===== config.mk =====
export PLATFORM = sky130hd
export DESIGN_NAME = pong_game_ctrl
export DESIGN_NICKNAME = d
export VERILOG_FILES = /design/src/rtl/pong_game_ctrl_pkg.sv /design/src/rtl/pong_btn_sync.sv /design/src/rtl/pong_game_ctrl.sv
export SDC_FILE = /design/constraint.sdc
export NUM_CORES = 1
export LEC_CHECK = 0
export CAP_MARGIN = 10
export CELL_PAD_IN_SITES_DETAIL_PLACEMENT = 0
export CELL_PAD_IN_SITES_GLOBAL_PLACEMENT = 2
export CORE_ASPECT_RATIO = 1.5
export CORE_MARGIN = 5
export CORE_UTILIZATION = 38
export CTS_BUF_LIST = sky130_fd_sc_hd__clkbuf_8
export DETAILED_ROUTE_END_ITERATION = 7
export PLACE_DENSITY = 0.92
export SLEW_MARGIN = 30
export SYNTH_ARGS = -nofsm -noshare
export SYNTH_HDL_FRONTEND = slang
export SYNTH_SLANG_ARGS = --single-unit

===== constraint.sdc =====
create_clock -name clk -period 4.65 [get_ports clk]
set_clock_uncertainty 0.15 [all_clocks]
set_input_delay 1.395 -clock clk [delete_from_list [all_inputs] [get_ports clk]]
set_output_delay 1.395 -clock clk [all_outputs]
set_load 0.02 [all_outputs]

===== src/rtl/pong_game_ctrl_pkg.sv =====
// Shared game definitions: FSM state encodings, overlay text codes and defaults.
// The pixel generator imports the same text codes to decode text_sel.
package pong_game_ctrl_pkg;

    typedef enum logic [1:0] {
        ST_IDLE    = 2'b00,
        ST_PLAY    = 2'b01,
        ST_NEWBALL = 2'b10,
        ST_OVER    = 2'b11
    } state_t;

    localparam logic [1:0] TEXT_NONE  = 2'b00;
    localparam logic [1:0] TEXT_INTRO = 2'b01;
    localparam logic [1:0] TEXT_OVER  = 2'b10;

    localparam int BALLS_DEF        = 3;
    localparam int TIMER_FRAMES_DEF = 120;

    // Two-digit BCD increment; 99 wraps to 00.
    function automatic logic [7:0] bcd_inc(input logic [7:0] v);
        logic [3:0] tens;
        logic [3:0] units;
        tens  = v[7:4];
        units = v[3:0];
        if (units == 4'd9) begin
            units = 4'd0;
            tens  = (tens == 4'd9) ? 4'd0 : tens + 4'd1;
        end else begin
            units = units + 4'd1;
        end
        return {tens, units};
    endfunction

endpackage


===== src/rtl/pong_btn_sync.sv =====
// Button conditioner: 2-FF synchroniser plus rising-edge pulse per bit.
// Latency: pulse is visible 2 clk after the raw edge, consumed on the 3rd; no backpressure.
// Backpressure: none, the pulse lasts exactly one cycle per rising edge.
module pong_btn_sync #(
    parameter int WIDTH = 2
) (
    input  logic             clk,
    input  logic             reset,
    input  logic [WIDTH-1:0] button,
    output logic [WIDTH-1:0] rise
);

    logic [WIDTH-1:0] sync1;
    logic [WIDTH-1:0] sync2;
    logic [WIDTH-1:0] prev;

    always_ff @(posedge clk or negedge reset) begin
        if (!reset) begin
            sync1 <= '0;
            sync2 <= '0;
            prev  <= '0;
        end else begin
            sync1 <= button;
            sync2 <= sync1;
            prev  <= sync2;
        end
    end

    // Driven only by flops, so the pulse is clean within the clk domain.
    assign rise = sync2 & ~prev;

endmodule


===== src/rtl/pong_game_ctrl.sv =====
// Pong game sequencer: phase FSM, balls remaining, BCD score, ball freeze and text overlay.
// Latency: all outputs registered, updated on the clk edge that takes the transition.
// Backpressure: none; hit/miss/frame_tick are single-cycle pulses consumed when relevant.
module pong_game_ctrl
    import pong_game_ctrl_pkg::*;
#(
    parameter int BALLS        = BALLS_DEF,
    parameter int TIMER_FRAMES = TIMER_FRAMES_DEF
) (
    input  logic       clk,
    input  logic       reset,
    input  logic [1:0] button,
    input  logic       frame_tick,
    input  logic       hit,
    input  logic       miss,
    output logic       gra_still,
    output logic [7:0] score_bcd,
    output logic [1:0] balls_left,
    output logic [1:0] text_sel,
    output logic [1:0] state
);

    localparam logic [1:0] BALLS_INIT = 2'(BALLS);
    localparam logic [7:0] TIMER_INIT = 8'(TIMER_FRAMES);

    state_t     st;
    logic [7:0] timer;
    logic [1:0] rise;
    logic       btn_ev;

    pong_btn_sync #(.WIDTH(2)) u_btn_sync (
        .clk    (clk),
        .reset  (reset),
        .button (button),
        .rise   (rise)
    );

    // Both buttons rising together collapse into a single event.
    assign btn_ev = |rise;
    assign state  = st;

    always_ff @(posedge clk or negedge reset) begin
        if (!reset) begin
            st         <= ST_IDLE;
            score_bcd  <= 8'h00;
            balls_left <= BALLS_INIT;
            gra_still  <= 1'b1;
            text_sel   <= TEXT_INTRO;
            timer      <= 8'd0;
        end else begin
            case (st)
                ST_IDLE: begin
                    if (btn_ev) begin
                        st         <= ST_PLAY;
                        score_bcd  <= 8'h00;
                        balls_left <= BALLS_INIT;
                        gra_still  <= 1'b0;
                        text_sel   <= TEXT_NONE;
                    end
                end
                ST_PLAY: begin
                    // A miss wins over a simultaneous hit: the ball is lost either way.
                    if (miss) begin
                        balls_left <= balls_left - 2'd1;
                        timer      <= TIMER_INIT;
                        gra_still  <= 1'b1;
                        if (balls_left == 2'd1) begin
                            st       <= ST_OVER;
                            text_sel <= TEXT_OVER;
                        end else begin
                            st       <= ST_NEWBALL;
                            text_sel <= TEXT_NONE;
                        end
                    end else if (hit) begin
                        score_bcd <= bcd_inc(score_bcd);
                    end
                end
                ST_NEWBALL: begin
                    if (frame_tick && timer != 8'd0)
                        timer <= timer - 8'd1;
                    // Decision uses the pre-decrement timer, so a press on the last tick is dropped.
                    if (btn_ev && timer == 8'd0) begin
                        st        <= ST_PLAY;
                        gra_still <= 1'b0;
                        text_sel  <= TEXT_NONE;
                    end
                end
                ST_OVER: begin
                    if (frame_tick) begin
                        if (timer != 8'd0)
                            timer <= timer - 8'd1;
                        if (timer <= 8'd1) begin
                            st       <= ST_IDLE;
                            text_sel <= TEXT_INTRO;
                        end
                    end
                end
            endcase
        end
    end

endmodule


# Yosys cells after proc, flatten, opt, wreduce, memory -nomap -nowiden
# Cells that the tools add are included.
# word_totals
reg_bits	29
input_bits	7
wordCells	81
# op_classes
n_addsub	4
n_lt_le_gt_ge	1
n_eq_ne	16
n_mux	33
n_bitwise	2
reduce_logical	15
# ops
operator	count
8-bit 2-to-1 mux	7
2-bit 2-to-1 mux	13
8-bit one-hot mux with 3 select lines	1
2-bit != test (second input constant)	10
2-bit one-hot mux with 4 select lines	2
8-bit one-hot mux with 2 select lines	1
5-bit AND reduction	3
4-bit 2-to-1 mux	3
4-bit by 1-bit adder with 4-bit output (second input constant)	2
4-bit equality test (second input constant)	2
8-bit by 1-bit <= comparator with 1-bit output (second input constant)	1
8-bit logical NOT	1
4-bit AND reduction	2
8-bit nonzero test	1
8-bit by 1-bit subtractor with 8-bit output (second input constant)	1
3-bit nonzero test	2
2-bit by 1-bit equality test with 1-bit output (second input constant)	2
2-bit equality test (second input constant)	2
1-bit 2-to-1 mux	4
2-bit one-hot mux with 2 select lines	1
1-bit one-hot mux with 3 select lines	1
3-bit AND reduction	1
2-bit bitwise AND	1
1-bit logical AND	2
5 further kinds	5

# Logic depth before layout (Yosys ltp)
# Gate-level depths: netlist of the first run.
# depth
depth_word	6
depth_mapped	7

# Hierarchy
# A second synthesis of the first run with hierarchy kept.
# hier_totals
hier_cells	153
hier_area_um2	1552.7
# by_module_without_submodules
module	n_inst	cells_per_inst	area_each_um2	seq_area_each_um2
pong_game_ctrl	1	145	1375.1	580.6
pong_btn_sync	1	8	177.7	150.1

# Worst setup path after synthesis of the first run
# Ideal clock, no wire load.
# synth_timing
kind	in2reg
from	in miss
to	reg score_bcd[4]
setup_time_ps	125
t_arrival_ps	2520
required_time_ps	4375
path_slack_ps	1855
path_stages	5
n_path_buf	1
path_cell_list	nand4bb_4 > or3_1 > buf_2 > and2_4 > mux2_4
# synth_between
elab_chain_cells	2
# synth_rtl
item	line	source
start: declaration	pong_game_ctrl.sv:15	input logic miss,
2-bit != test (no source line)	--	
5-bit AND reduction (no source line)	--	
end signal: assignment	pong_game_ctrl.sv:75	score_bcd <= bcd_inc(score_bcd);
end: declaration	pong_game_ctrl.sv:17	output logic [7:0] score_bcd,
# No other way between the ends.
# A chain may end at the register's enable or synchronous reset.

# Worst setup path after layout of the first run
# Same ends and word-level chain as after synthesis.

==> flow_summary.yaml, run 1 <==
detailed_routing:
  drtPass1Iterations: 4
  vias_per_cell: 5.51
  drc: 0
  wl_per_cell_um: 14.7
  ant_nets: 0
  wirelength_um: 3300
  first_iter_violations: 56
  dr_total_vias: 1234
yosys:
  synth-async-reset-ratio_pct: 100
  synth_seq_area_share_pct: 46.7
  synth.mux.area_fraction_pct: 4.24
  ys_types: 44
  synthesis.instances: 153
  synth_edf_count: 0
  yosysTopAreaCell: "dfrtp_1"
  synthAdderAreaFrac_pct: 6.40
  synthSimpleGateAreaFrac_pct: 22.5
  synthTopCellsByCount: "dfrtp_1, nand2_1, inv_1"
  yosys_register_bits: 29
  synth-main-ff-cell: "dfrtp_1"
  synth_top_family_by_area: "simple AND/OR/NAND/NOR gates"
  syn-cell-area_mm2: 0.00156
  yosysMostFrequentCell: "dfrtp_1"
  syn_avg_cell_area_um2: 10.2
  synth_compound_area_share_pct: 13.8
  synth_xor_area_share_pct: 2.24
  synth.top_cell.area_share_pct: 40.0
  yosysWarnings: 0
  syn_nets: 168
  ys_top_cells_by_area: "dfrtp_1, dfstp_2, ha_1"
clock_tree:
  cts_buffers: 5
  clockBufferDepth: 2
  clkSinkCount: 29
  cts.root.buffer_cell: "clkbuf_8"
  cts_tree: "yes"
  cts_setup_buffers: 0
  cts.repair.resized: 0
  htree_levels: 2
  path_clk_slew_ps: 60
  insertion_delay_ps: 280
  cts_hold_buf: 0
global_routing:
  antenna_found_initial: 0
  overflow: 0
  grt_max_degree: 30
  grt_usage_pct: 12.8
  grt_pass1_vias: 1278
  grt_pass1_wl_um: 5630
timing:
  min_period_ps: 3170
  tightest_slew_ps: 570
  post-route-period-util_pct: 68.1
  drv_slew: 0
  rsz0062_at_grt: "false"
  setup_tns_ps: 0
  maxClockFrequency_ghz: 0.316
  finalSetupViolations: 0
  relSlewSlack_pct: 61.6
  hold_viol: 0
setup_path:
  critPathMaxFanout: 6
  crit_type: "input port to register"
  reg2reg_slack_ps: 2610
  crit_start: "miss"
  r2r_start: "state[1]"
  cp.required_ps: 4670
  critPathCaptureType: "register"
  r2r_cells: 4
  arrival_ps: 3190
  r2r_end: "score_bcd[4]"
  startpoint_type: "input port"
  endpoint: "score_bcd[4]"
min_path:
  hp-start: "u_btn_sync.sync1[1]"
  holdCritPathClass: "register to register"
floorplanning:
  fp-row-count: 28
  die_y_um: 88.6
  chipWidth_um: 62.4
  boundaryPins: 22
  start_util_pct: 39.5
  die-area_mm2: 0.00553
  core-area_mm2: 0.00396
cells_and_area:
  area_growth_pct: 21.8
  nFillCells: 384
  final_cell_area_mm2: 0.00191
  n_antenna_cell: 0
  fin_nets: 193
  drive_gt1_share_pct: 13.4
  stdcell_count: 224
power:
  p_leak_nw: 0.827
  vdd_ir_drop_max_mv: 0.336
  finalPower_mw: 1.15
  power_density_mw_per_mm2: 602
place:
  dpl-instance-area_mm2: 0.00182
  dp_cells: 216
  place.gp.congestion: 0.819
  dpl.hpwl_um: 2530
  io_buffers: 21
outcome:
  status: "finished clean"
flow_run:
  max_cap_violations: 0
## critical path, cell delays in order
cell             delay (ps)
clkdlybuf4s50_1         520
nand4bb_4               310
or3_1                   440
and2_4                  230
mux2_4                  290
## how the worst min path moves through the flow
stage                           to  cells past startpoint  slack (ps)
2_1_floorplan  u_btn_sync.sync2[0]                      0         180
3_3_place_gp   u_btn_sync.sync2[0]                      0         190
3_5_place_dp   u_btn_sync.sync2[1]                      0         190
4_1_cts        u_btn_sync.sync2[1]                      0         200
5_1_grt        u_btn_sync.sync2[1]                      0         210
6_report       u_btn_sync.sync2[1]                      0         200
## area by class of cell
type | count | area (um^2) | share of cell area [%]
clock inverters | 2 | 7.51 | 0.394
clock buffers | 6 | 82.6 | 4.33
well taps | 45 | 56.3 | 2.95
flip-flops and latches | 29 | 731 | 38.3
multi-input cells | 109 | 769 | 40.4
repair buffers | 22 | 218 | 11.4
inverters | 11 | 41.3 | 2.17
## per-layer routing
| layer | track usage, % | up-vias | part of all wire [%] |
|---|---|---|---|
| li1 | - | 591 | - |
| met1 | 12.1 | 612 | 39 |
| met2 | 24.1 | 24 | 54 |
| met3 | 4.32 | 7 | 4.2 |
| met4 | 7.34 | 0 | 2.5 |
| met5 | 0 | - | 0 |
## state kept, by name, indices dropped and copies added, names as in the netlist
name / flops
u_btn_sync.sync1: 2
score_bcd: 8
u_btn_sync.prev: 2
state: 2
gra_still: 1
balls_left: 2
timer: 8
u_btn_sync.sync2: 2
text_sel: 2
## logic make-up (layout without fill, tap and decap cells)
family,after synthesis,count (layout)
AND/OR/NAND/NOR,61,61
AO/OA/AOI/OAI,30,30
flip-flops,29,29
buffers and inverters,15,41
adder cells (fa/ha/maj),8,8
multiplexers,6,6
XOR/XNOR,4,4
## report_power, final
group          internal, mW  switching [mW]
clock network         0.116          0.0901
logic                 0.237           0.241
registers             0.347           0.117
total                 0.700           0.448
## through the flow
stage	utilization [%]	hold slack (ps)	worst slack (ps)
floorplan	-	181	1850
global placement	45.9	188	1230
finish	48.1	199	1480
detailed placement	45.9	189	1190
CTS	48.1	203	1500
global route	48.1	209	1440
## layout by cell type (no fill, tap or decap), types with 2 or more instances in the layout
| cell type | synthesis | final |
|---|---|---|
| dfrtp_1 | 25 | 25 |
| nand2_1 | 19 | 19 |
| or3_1 | 5 | 5 |
| nor4_1 | 3 | 3 |
| nor3_1 | 4 | 4 |
| dfstp_2 | 4 | 4 |
| nor2_1 | 10 | 10 |
| inv_1 | 11 | 13 |
| o21ai_0 | 5 | 5 |
| nand3_1 | 5 | 5 |
| xnor2_1 | 4 | 4 |
| a31oi_1 | 2 | 2 |
| a21oi_1 | 7 | 7 |
| ha_1 | 8 | 8 |
| clkbuf_8 | 0 | 6 |
| mux2i_1 | 4 | 4 |
| clkdlybuf4s50_1 | 0 | 21 |
| a21o_1 | 2 | 2 |
| a211o_1 | 2 | 2 |
| nand2b_1 | 4 | 4 |
| or2_2 | 2 | 2 |
Power figures use the tool's default switching activity.
==> run 2, diff against run 1 <==
--- a/config.mk
+++ b/config.mk
@@ -10,10 +10,10 @@
 export CELL_PAD_IN_SITES_GLOBAL_PLACEMENT = 2
 export CORE_ASPECT_RATIO = 1.5
 export CORE_MARGIN = 5
-export CORE_UTILIZATION = 38
+export CORE_UTILIZATION = 32
 export CTS_BUF_LIST = sky130_fd_sc_hd__clkbuf_8
 export DETAILED_ROUTE_END_ITERATION = 7
-export PLACE_DENSITY = 0.92
+export PLACE_DENSITY = 0.83
 export SLEW_MARGIN = 30
 export SYNTH_ARGS = -nofsm -noshare
 export SYNTH_HDL_FRONTEND = slang
==> constraint.sdc (replaced) <==
create_clock -name clk -period 2.55 [get_ports clk]
set_clock_uncertainty 0.15 [all_clocks]
set_input_delay 0.765 -clock clk [delete_from_list [all_inputs] [get_ports clk]]
set_output_delay 0.765 -clock clk [all_outputs]
set_load 0.02 [all_outputs]
==> flow_summary.yaml, run 2 (synthesized netlist as in run 1, its figures left out) <==
cells_and_area:
  area_growth_pct: 30.2
  layout_commonest_cell: "dfrtp_1"
  stdcell_count: 253
  drive_gt1_share_pct: 18.2
  top_regs: "score_bcd (8), timer (8)"
  fin_nets: 201
  n_antenna_cell: 0
  layout_common_cells: "dfrtp_1, clkdlybuf4s50_1, nand2_1"
min_path:
  hold_path_end: "u_btn_sync.sync2[0]"
  holdCritPathClass: "register to register"
  worstHoldPathCells: 0
  hp-start: "u_btn_sync.sync1[0]"
place:
  post-place-ws_ps: -5.57
  dp_cells: 245
  place.gp.congestion: 0.820
  dpl.hpwl_um: 2640
  io_buffers: 21
setup_path:
  reg2reg_slack_ps: 600
  r2r_start: "timer[0]"
  r2r_end: "text_sel[1]"
  arrival_ps: 1450
  critPathCaptureType: "primary output"
  cpPeakStageDelay_ps: 610
  critPathMaxFanout: 4
  crit_buf_inv: 1
  crit_chain: "clkdlybuf4s50_1"
  r2r_cells: 6
  cp.required_ps: 1640
  slowest_stage: "clkdlybuf4s50_1"
  crit_type: "register to primary output"
  cp_top_family: "buffers and inverters"
  startpoint_type: "register"
floorplanning:
  start_util_pct: 32.8
  die-area_mm2: 0.00641
  core-area_mm2: 0.00477
  fp-row-count: 31
  die_y_um: 95.6
  chipWidth_um: 67.1
  boundaryPins: 22
detailed_routing:
  vias_per_cell: 4.97
  drc: 0
  wirelength_um: 3490
  ant_nets: 0
  dr_total_vias: 1257
  wl_per_cell_um: 13.8
  drtPass1Iterations: 4
  first_iter_violations: 73
power:
  vdd_ir_drop_max_mv: 0.473
  p_leak_nw: 0.879
  power_density_mw_per_mm2: 1150
timing:
  post-route-period-util_pct: 92.7
  finalSetupViolations: 0
  setup_ws_ps: 186
  min_period_ps: 2360
  drv_slew: 0
  relSlewSlack_pct: 63.4
  tightest_slew_ps: 544
  rsz0062_at_grt: "false"
  hold_viol: 0
  maxClockFrequency_ghz: 0.423
  fin_hold_ws_ps: 202
global_routing:
  overflow: 0
  grt_pass1_vias: 1244
  antenna_found_initial: 0
  grt_pass1_wl_um: 5870
  grt_usage_pct: 12.5
  grt_max_degree: 30
outcome:
  status: "finished clean"
flow_run:
  max_cap_violations: 0
clock_tree:
  cts.root.buffer_cell: "clkbuf_8"
  cts_tree: "yes"
  insertion_delay_ps: 280
  cts.repair.resized: 0
  htree_levels: 2
  clkSinkCount: 29
  cts_buffers: 5
  path_clk_slew_ps: 70
  cts_setup_buffers: 0
  clockBufferDepth: 2
  cts_hold_buf: 0
==> run 2: cell count changes in the layout (fill, tap and decap cells not counted), sizes merged <==
cell	previous run	this run
inv	13	11
clkbuf	6	5
buf	1	9
bufinv	0	2
clkinv	0	1
==> run 2: power breakdown <==
group | internal (mW) | total (mW) | switching [mW]
Sequential | 0.634 | 0.803 | 0.169
Clock | 0.388 | 0.567 | 0.179
Combinational | 0.466 | 0.963 | 0.497
Total | 1.49 | 2.33 | 0.845
==> run 2: per-layer routing <==
metal | track usage (%) | up-vias | share of wire [%]
met3 | 3.77 | 6 | 4.5
met4 | 5.08 | 0 | 1.7
met2 | 22.3 | 28 | 53
met1 | 13.3 | 619 | 40
li1 | - | 604 | -
met5 | 0 | - | 0
==> run 2: worst max-delay path by stage <==
stage,startpoint,endpoint,cells past startpoint
after floorplan,miss,score_bcd[4],5
after global placement,miss,score_bcd[4],5
after detailed placement,miss,score_bcd[6],6
after CTS,balls_left[0],balls_left[0],1
after global routing,balls_left[0],balls_left[0],1
final,balls_left[0],balls_left[0],1
==> run 2: through the flow <==
stage / setup TNS (ps) / util, % / power (mW) / area (um^2)
detailed placement: -5.57 / 39.9 / 1.79 / 1900
global placement: 0 / 39.9 / 1.77 / 1900
global route: 0 / 42.7 / 2.51 / 2040
CTS: 0 / 42.7 / 2.37 / 2040
finish: 0 / 42.7 / 2.33 / 2040
floorplan: 0 / - / 1.41 / 1560
==> run 2: cell type report <==
type | count | area, um^2
fillers | 498 | 2740
multi-input cells | 109 | 769
flip-flops and latches | 29 | 731
repair buffers | 30 | 278
well taps | 66 | 82.6
clock buffers | 5 | 68.8
clock inverters | 3 | 65.1
inverters | 11 | 41.3
